===== src/rtl/rsa_seq_ctrl.sv =====
// Operand-entry and run sequencer for the 8-bit RSA modexp core.
// Loads M/E/N from the DIP switches, validates them, runs the core, shows the result.
module rsa_seq_ctrl #(
  parameter int   WIDTH      = 8,
  parameter logic KEY_ACTIVE = 1'b0,
  parameter int   TIMEOUT    = 4096
) (
  input  logic             seq_clk,
  input  logic             seq_rst,
  input  logic             seq_key,
  input  logic [WIDTH-1:0] seq_din,
  input  logic             seq_done,
  input  logic [WIDTH-1:0] seq_result,
  output logic [WIDTH-1:0] seq_m,
  output logic [WIDTH-1:0] seq_e,
  output logic [WIDTH-1:0] seq_n,
  output logic             seq_start,
  output logic [WIDTH-1:0] seq_c,
  output logic             seq_sel,
  output logic             seq_err,
  output logic [2:0]       seq_state
);

  localparam int WDW = $clog2(TIMEOUT);
  localparam logic [WDW-1:0] WD_LAST = WDW'(TIMEOUT - 1);
  localparam logic [WIDTH-1:0] N_MIN = WIDTH'(2);

  typedef enum logic [2:0] {
    LOAD_M = 3'd0,
    LOAD_E = 3'd1,
    LOAD_N = 3'd2,
    CHECK  = 3'd3,
    START  = 3'd4,
    WAIT   = 3'd5,
    SHOW   = 3'd6
  } state_t;

  state_t           r_state;
  logic             r_s1;
  logic             r_s2;
  logic             r_s3;
  logic [WIDTH-1:0] r_m;
  logic [WIDTH-1:0] r_e;
  logic [WIDTH-1:0] r_n;
  logic [WIDTH-1:0] r_c;
  logic             r_sel;
  logic             r_err;
  logic [WDW-1:0]   r_wd;

  logic w_key_evt;
  logic w_bad_ops;

  // s3 only exists to turn the synchronized level into one event per press
  assign w_key_evt = (r_s2 == KEY_ACTIVE) && (r_s3 != KEY_ACTIVE);
  assign w_bad_ops = (r_n < N_MIN) || (r_m >= r_n);

  always_ff @(posedge seq_clk) begin
    if (seq_rst) begin
      r_s1 <= ~KEY_ACTIVE;
      r_s2 <= ~KEY_ACTIVE;
      r_s3 <= ~KEY_ACTIVE;
    end else begin
      r_s1 <= seq_key;
      r_s2 <= r_s1;
      r_s3 <= r_s2;
    end
  end

  always_ff @(posedge seq_clk) begin
    if (seq_rst) begin
      r_state <= LOAD_M;
      r_m     <= '0;
      r_e     <= '0;
      r_n     <= '0;
      r_c     <= '0;
      r_sel   <= 1'b0;
      r_err   <= 1'b0;
      r_wd    <= '0;
    end else begin
      unique case (r_state)
        LOAD_M: if (w_key_evt) begin
          r_m     <= seq_din;
          r_err   <= 1'b0;
          r_state <= LOAD_E;
        end
        LOAD_E: if (w_key_evt) begin
          r_e     <= seq_din;
          r_state <= LOAD_N;
        end
        LOAD_N: if (w_key_evt) begin
          r_n     <= seq_din;
          r_state <= CHECK;
        end
        CHECK: begin
          if (w_bad_ops) begin
            r_err   <= 1'b1;
            r_state <= LOAD_M;
          end else begin
            r_state <= START;
          end
        end
        START: begin
          r_wd    <= '0;
          r_state <= WAIT;
        end
        WAIT: begin
          // a result arriving on the last watchdog cycle still counts
          if (seq_done) begin
            r_c     <= seq_result;
            r_sel   <= 1'b1;
            r_state <= SHOW;
          end else if (r_wd == WD_LAST) begin
            r_err   <= 1'b1;
            r_state <= LOAD_M;
          end else begin
            r_wd <= r_wd + 1'b1;
          end
        end
        SHOW: if (w_key_evt) begin
          r_sel   <= 1'b0;
          r_state <= LOAD_M;
        end
        default: r_state <= LOAD_M;
      endcase
    end
  end

  assign seq_m     = r_m;
  assign seq_e     = r_e;
  assign seq_n     = r_n;
  assign seq_c     = r_c;
  assign seq_sel   = r_sel;
  assign seq_err   = r_err;
  assign seq_start = (r_state == START);
  assign seq_state = r_state;

endmodule

===== config.mk =====
export PLATFORM = sky130hd
export DESIGN_NAME = rsa_seq_ctrl
export DESIGN_NICKNAME = d
export VERILOG_FILES = /design/src/rtl/rsa_seq_ctrl.sv
export SDC_FILE = /design/constraint.sdc
export NUM_CORES = 1
export LEC_CHECK = 0
export ABC_CLOCK_PERIOD_IN_PS = 1600
export CAP_MARGIN = 40
export CORE_MARGIN = 3
export CORE_UTILIZATION = 46
export CTS_BUF_LIST = sky130_fd_sc_hd__clkbuf_4
export DETAILED_ROUTE_END_ITERATION = 6
export PLACE_DENSITY = 0.9
export SLEW_MARGIN = 10
export SYNTH_ARGS = -nofsm -noshare
export SYNTH_HDL_FRONTEND = slang
export SYNTH_SLANG_ARGS = --single-unit

===== constraint.sdc =====
create_clock -name seq_clk -period 1.6 [get_ports seq_clk]
set_clock_uncertainty 0.1 [all_clocks]
set_input_delay 0.24 -clock seq_clk [delete_from_list [all_inputs] [get_ports seq_clk]]
set_output_delay 0.24 -clock seq_clk [all_outputs]
set_load 0.01 [all_outputs]

==> results of run 1 <==
==> worst reg2reg max path, stage by stage (launching register included) <==
cell and delay (ns):
dfxtp_2 0.36, inv_2 0.07, ha_4 0.20, a211o_1 0.30, a211oi_2 0.26, o22ai_2 0.15, a32o_1 0.21
==> placed cells by master, fill, tap and decap left out, types with 2 or more instances in the layout <==
| master | n |
|---|---|
| buf_4 | 44 |
| nand2_1 | 43 |
| dlygate4sd2_1 | 36 |
| dfxtp_1 | 32 |
| a21oi_1 | 31 |
| nand3_1 | 23 |
| nor2_1 | 23 |
| clkdlybuf4s50_1 | 19 |
| dfxtp_2 | 17 |
| mux2i_1 | 10 |
| inv_1 | 8 |
| ha_1 | 7 |
| xnor2_1 | 5 |
| clkbuf_4 | 5 |
| nor3_2 | 4 |
| buf_6 | 4 |
| o21ai_1 | 3 |
| xor2_1 | 3 |
| a21oi_2 | 3 |
| or2_2 | 3 |
| dfxtp_4 | 3 |
| nand2b_4 | 2 |
| nor2_2 | 2 |
| nor2b_1 | 2 |
| nand4_4 | 2 |
| nor3_4 | 2 |
| nor3b_1 | 2 |
| o21a_1 | 2 |
| nand4b_1 | 2 |
| and4_1 | 2 |
| nor4b_2 | 2 |
| ha_4 | 2 |
==> metal layers <==
layer	vias up	GRT usage, %
met2	96	39.2
met1	1187	31.4
met4	0	8.04
li1	1159	-
met3	22	4.93
met5	-	0
==> cell usage after synthesis, types with 3 or more instances <==
| cell type | count | area (sq um) |
|---|---|---|
| nand2_1 | 43 | 161 |
| mux2i_1 | 10 | 100 |
| dfxtp_1 | 52 | 1040 |
| nor4b_2 | 3 | 45.0 |
| a21oi_1 | 34 | 170 |
| nand3_1 | 23 | 115 |
| nor3_1 | 4 | 20.0 |
| nor2b_1 | 3 | 18.8 |
| ha_1 | 9 | 113 |
| nand2b_1 | 3 | 18.8 |
| nor2_1 | 25 | 93.8 |
| clkbuf_1 | 4 | 15.0 |
| buf_4 | 6 | 45.0 |
| xor2_1 | 3 | 26.3 |
| inv_1 | 9 | 33.8 |
| nor3b_1 | 3 | 22.5 |
| xnor2_1 | 5 | 43.8 |
| or2_2 | 3 | 18.8 |
| o21ai_1 | 3 | 15.0 |
==> sequential cells by signal, indices dropped and copies added (netlist names) <==
name and count:
r_wd 12, seq_c 8, seq_e 8, seq_m 8, seq_n 8, seq_state 3
r_s1 1, r_s2 1, r_s3 1, seq_err 1, seq_sel 1
==> repair_timing <==
action                                  4_1_cts  5_1_grt
buffers inserted                              3        3
endpoints found under the setup margin       50       33
gates resized for setup                      63       19
hold buffers                                  0        0
pin swaps                                     9       14
==> cell type report <==
class	instances	area (sq um)	area share [%]
multi-input combinational	203	1370	38.5
tap	67	83.8	2.36
timing repair buffer	106	918	25.8
clock inverter	3	42.5	1.20
clock buffer	5	37.5	1.05
sequential	52	1070	30.2
inverter	9	33.8	0.949
==> kinds of logic (layout without fill, tap and decap cells) <==
group,after synthesis,after routing,share of synthesized area [%]
AND/OR/NAND/NOR,127,127,28.9
flip-flops,52,52,43.2
AO/OA/AOI/OAI,49,49,11.6
buffers and inverters,21,123,4.47
multiplexers,10,10,4.16
adder cells (fa/ha/maj),9,9,4.68
XOR/XNOR,8,8,2.91
==> power by group <==
part / switching (mW) / leakage [nW] / internal (mW)
clock: 0.439 / 0.0412 / 0.326
combinational: 0.120 / 1.11 / 0.122
sequential: 0.0145 / 0.431 / 1.31
total: 0.573 / 1.58 / 1.76
==> final timing paths <==
| check | startpoint | endpoint | slack (ns) | cells past startpoint |
|---|---|---|---|---|
| max | seq_n[3] | seq_err | -0.14 | 6 |
| min | seq_result[7] | seq_c[7] | 0.28 | 3 |
| max reg2reg | seq_n[3] | seq_err | -0.14 | 6 |
| min reg2reg | r_s1 | r_s2 | 0.34 | 1 |
==> impl_results.md, run 1 <==
- P_leak: 1.58 nW
- Die area: 0.00614 sq mm
- Vias: 2464
- # DRC: 0
- Worst-Margin Slew: 0.488 ns
- Root Buffer: clkbuf_4
- Total power: ~2.3 mW
- Antenna diodes: 0
- Final hold violations: 0
- Netlist cell types: between 40 and 50
- Worst setup SP type: flop
- CP Class: flop to flop
- Slack of the critical path: -0.141 ns
- Bufs and invs on worst path: 1
- Antenna violations before repair: 0
- F_max: between 500 and 600 MHz
- Vias in the first global route: about 2400
- Post-synth ARST share: 0%
- Post-Layout Cell Count: 445
- # setup viols final: 11
- Pre-CTS setup slack: -0.182 ns
- PD cells: 655 mW/mm^2
- Gr usage total: between 20% and 30%
- Dominant synthesized flop cell: dfxtp_1
- CP Max Fanout: 2
- Final Slew Violations: 0
- Core ar.: 0.00488 sq mm
- Number of flops mapped to enable cells by yosys: 0
- Failing checks: negative setup slack
- Fin crit period: approximately 1.7 ns
- Top Metal Used: met4
- RSZ-0062 raised after global routing: yes
- Worst path cell trace: inv_2 > ha_4 > a211o_1 > a211oi_2 > o22ai_2 > a32o_1
- Critical Path AT: 1.96 ns
- Filler cells: 354
- First-pass GRT wire length: 11700 microns
- Placed cell area: around 0.0033 sq mm
- Post-DRT Antenna Nets: 0
- Met3 WL post-DR: 411 microns
- Worst-skew pair later-pin latency: 0.40 ns
- Peak supply drop: between 0.4 and 0.5 mV
- CTS sink cnt: 52
- Highest cell delay on the worst timing path: 0.36 ns
- WP data required: between 1.5 and 2 ns
- Nets@finish: 406
- Syn Std Cell Area: roughly 0.0024 sq mm
- Largest net degree at the start of global routing: 22
- CTS tree: done
- Fin util: 72.9%
- Syn Area/Cell: 8.72 sq um
- Num rows: 25
- DRT Pass-1 Iters: 4
- Total Negative Setup Slacks: -0.735 ns
- CP Capture Type: flop
- Period Utilization, post-route: 109%
- Wirelength per Cell: 16.2 microns
- HP Class: primary input to flop
- Total wire length: 7200 microns
- M1 WL: 3160 microns
- First DRT Iteration DRCs: roughly 220
- Die Span Y: 78.3 microns
- DPL Wire Length: 4930 microns
- Register area share after synthesis: 43.2%
- I/O Buffers: 57
- Die Wd: 78.3 microns
- Met2 routed WL: approximately 3500 microns
- # H-tree levels: 2
- DR vias/cell: 5.54
- Final hold slack: approximately 0.28 ns
- CTS Buffer Depth: 2
- GP Congestion: 0.899
- Crit-path slowest cell: dfxtp_2
- Clock-pin slew on the worst setup and hold paths: 0.16 ns
- Synth-to-layout area growth: 47.9%
- Clock buffer count from CTS: 5
- Cells after synthesis: 276
- Share of cells above drive strength 1: 29.4%
- Final instance area: 0.00356 sq mm
- Yosys warning count: 0
- Status: complete, but fails checks
- Max-cap violation count: 0
- Top-level I/O count: 58
- Initial Util: 49.3%
- Net count after synthesis: 305
- Placed instance count: 431
- Worst relative slew slack: 67.2%
- GR Overflow Total: 0
- Synth Register Bits: 52
- Crit-path leading delay family: compound AO/OA/AOI/OAI gates
Note: power is estimated with default switching activity, not from simulation.
==> run 2, diff against run 1 <==
Settings changed: SKIP_LAST_GASP from default to 1, SLEW_MARGIN 10 to 20.
==> run 2 against run 1 <==
The flow still finishes with violations (negative setup slack). Sequential cell count stayed put. Largest cell class unchanged. Critical path depth stayed put. Combinational power is 2% higher. Via count is 0.93% higher. Largest power group unchanged. Maximum frequency is 0.37% lower. Hold slack hardly changed. Routed wire length is 4.4% higher. Utilization hardly changed.
==> impl_results.md, run 2 (same netlist as run 1, synthesis figures left out) <==
- Status: complete, but fails checks (unchanged)
- Failing checks: negative setup slack (unchanged)
- Share of cells above drive strength 1: 28.6% (was 29.4%)
- Worst relative slew slack: 64.8% (was 67.2%)
- # setup viols final: 15 (was 11)
- WP data required: 1.81 ns (about the same)
- First DRT Iteration DRCs: 218 (was 215)
- Die Wd: 78.3 microns (unchanged)
- Period Utilization, post-route: 109% (about the same)
- DRT Pass-1 Iters: 5 (was 4)
- R2R Setup Slk: -0.15 ns (was -0.14 ns)
- DPL Wire Length: 4930 microns (unchanged)
- Worst path cell trace: inv_2 > ha_4 > a211o_1 > a211oi_2 > o22ai_2 > a32o_1 (unchanged)
- Gr usage total: 23.6% (was 23.9%)
- RSZ-0062 raised after global routing: yes (unchanged)
- Post-DRT Antenna Nets: 0 (unchanged)
- Die area: 0.00614 sq mm (unchanged)
- Post-Layout Cell Count: 444 (was 445)
- Clock buffer count from CTS: 5 (unchanged)
- Num rows: 25 (unchanged)
- Largest net degree at the start of global routing: 22 (unchanged)
- Worst setup SP type: flop (unchanged)
- Reg2reg start: seq_n[3] (unchanged)
- Antenna violations before repair: 0 (unchanged)
- Fin crit period: 1.75 ns (was 1.74 ns)
- Critical path endpoint: seq_err (unchanged)
- # DRC: 0 (unchanged)
- Final hold violations: 0 (unchanged)
- Final instance area: 0.00356 sq mm (about the same)
- Vias: 2487 (was 2464)
- Critical Path Source: seq_n[3] (unchanged)
- Placed cell area: 0.00335 sq mm (unchanged)
- Initial Util: 49.3% (unchanged)
- GR Overflow Total: 0 (unchanged)
- Total wire length: 7520 microns (was 7200 microns)
- Total power: 2.34 mW (was 2.33 mW)
- P_leak: 1.58 nW (about the same)
- F_max: 572 MHz (was 574 MHz)
- GP Congestion: 0.899 (unchanged)
- Slack of the critical path: -0.148 ns (was -0.141 ns)
- CTS tree: done (unchanged)
- CTS sink cnt: 52 (unchanged)
- I/O Buffers: 57 (unchanged)
- # H-tree levels: 2 (unchanged)
- Top-level I/O count: 58 (unchanged)
- Filler cells: 353 (was 354)
- Root Buffer: clkbuf_4 (unchanged)
- DR vias/cell: 5.60 (was 5.54)
- Largest reg by FF count: r_wd (unchanged)
- Wirelength per Cell: 16.9 microns (was 16.2 microns)
- Synth-to-layout area growth: 47.9% (about the same)
- Max-cap violation count: 0 (unchanged)
- Max reg flops: 12 (unchanged)
- First-pass GRT wire length: 11600 microns (was 11700 microns)
- CP Capture Type: flop (unchanged)
- Commonest cells after routing, fill and taps aside: 43 x nand2_1, 43 x buf_4, 36 x dlygate4sd2_1, 32 x a21oi_1, 32 x dfxtp_1 (was 44 x buf_4, 43 x nand2_1, 36 x dlygate4sd2_1, 32 x dfxtp_1, 31 x a21oi_1)
- Worst reg2reg path endpoint: seq_err (unchanged)
- PD cells: 656 mW/mm^2 (was 655 mW/mm^2)
- Critical Path AT: 1.96 ns (about the same)
- Final hold slack: 0.279 ns (was 0.278 ns)
- Final Slew Violations: 0 (unchanged)
- Antenna diodes: 0 (unchanged)
- Nets@finish: 405 (was 406)
- CTS Buffer Depth: 2 (unchanged)
- Vias in the first global route: 2373 (was 2388)
- Clock-pin slew on the worst setup and hold paths: 0.16 ns (about the same)
- Peak supply drop: 0.397 mV (was 0.401 mV)
- Reg2reg path depth: 6 (unchanged)
- CP Max Fanout: 2 (unchanged)
- HP Class: primary input to flop (unchanged)
- Placed instance count: 431 (unchanged)
- Fin util: 73.0% (was 72.9%)
- Crit-path slowest cell: dfxtp_2 (unchanged)
- Worst-Margin Slew: 0.524 ns (was 0.488 ns)
- Core ar.: 0.00488 sq mm (unchanged)
- CP Class: flop to flop (unchanged)
- Highest cell delay on the worst timing path: 0.36 ns (about the same)
- Die Span Y: 78.3 microns (unchanged)
- Worst-skew pair later-pin latency: 0.39 ns (was 0.40 ns)
-- run 2: cell type report --
| class | instances | area [sq um] | area share [%] |
|---|---|---|---|
| Multi-Input combinational cell | 203 | 1380 | 38.7 |
| Clock buffer | 5 | 37.5 | 1.05 |
| Sequential cell | 52 | 1070 | 30.1 |
| Inverter | 9 | 33.8 | 0.949 |
| Tap cell | 67 | 83.8 | 2.35 |
| Timing Repair Buffer | 105 | 911 | 25.6 |
| Clock inverter | 3 | 42.5 | 1.19 |
-- run 2: what timing repair did --
action,4_1_cts,5_1_grt
gates resized for setup,59,23
pin swaps,9,10
setup endpoints to repair,50,31
buffers inserted,3,2
hold buffers,0,0
-- run 2: power by group --
part | switching, mW | internal, mW | leakage [nW] | total, mW
combinational | 0.124 | 0.121 | 1.11 | 0.245
clock | 0.443 | 0.326 | 0.0412 | 0.769
sequential | 0.0129 | 1.31 | 0.431 | 1.32
total | 0.579 | 1.76 | 1.58 | 2.34
-- run 2: critical path: cells and delay by family (launching register included) --
| family | cells | cell delay, ns |
|---|---|---|
| compound gates | 4 | 0.94 |
| flops | 1 | 0.36 |
| fa+ha+maj | 1 | 0.20 |
| buf+inv | 1 | 0.07 |
-- run 2: per-stage QoR --
step / TNS (ns) / setup slack [ns]
5_1_grt: -2.56 / -0.214
3_3_place_gp: -0.923 / -0.112
4_1_cts: -0.575 / -0.143
2_1_floorplan: -0.00253 / -0.00253
6_report: -0.999 / -0.148
3_5_place_dp: -2.05 / -0.182
-- run 2: how the worst min path moves through the flow --
stage | to | from | depth (start not counted)
CTS | seq_c[7] | seq_result[7] | 3
finish | seq_c[7] | seq_result[7] | 3
floorplan | r_s1 | seq_key | 1
global route | r_s1 | seq_key | 2
global placement | r_s2 | r_s1 | 1
detailed placement | r_s2 | r_s1 | 1
-- run 2: routing by layer --
metal	track usage [%]	vias up	part of all wire, %
li1	-	1157	-
met1	30.3	1174	43
met2	39.6	127	47
met3	5.16	29	6.1
met4	6.99	0	3.4
met5	0	-	0
==> run 3, diff against run 2 <==
Settings changed: ABC_CLOCK_PERIOD_IN_PS 1600 to default.
==> results of run 3 <==
No change in the layout: final DEF, timing and power equal those of run 2.
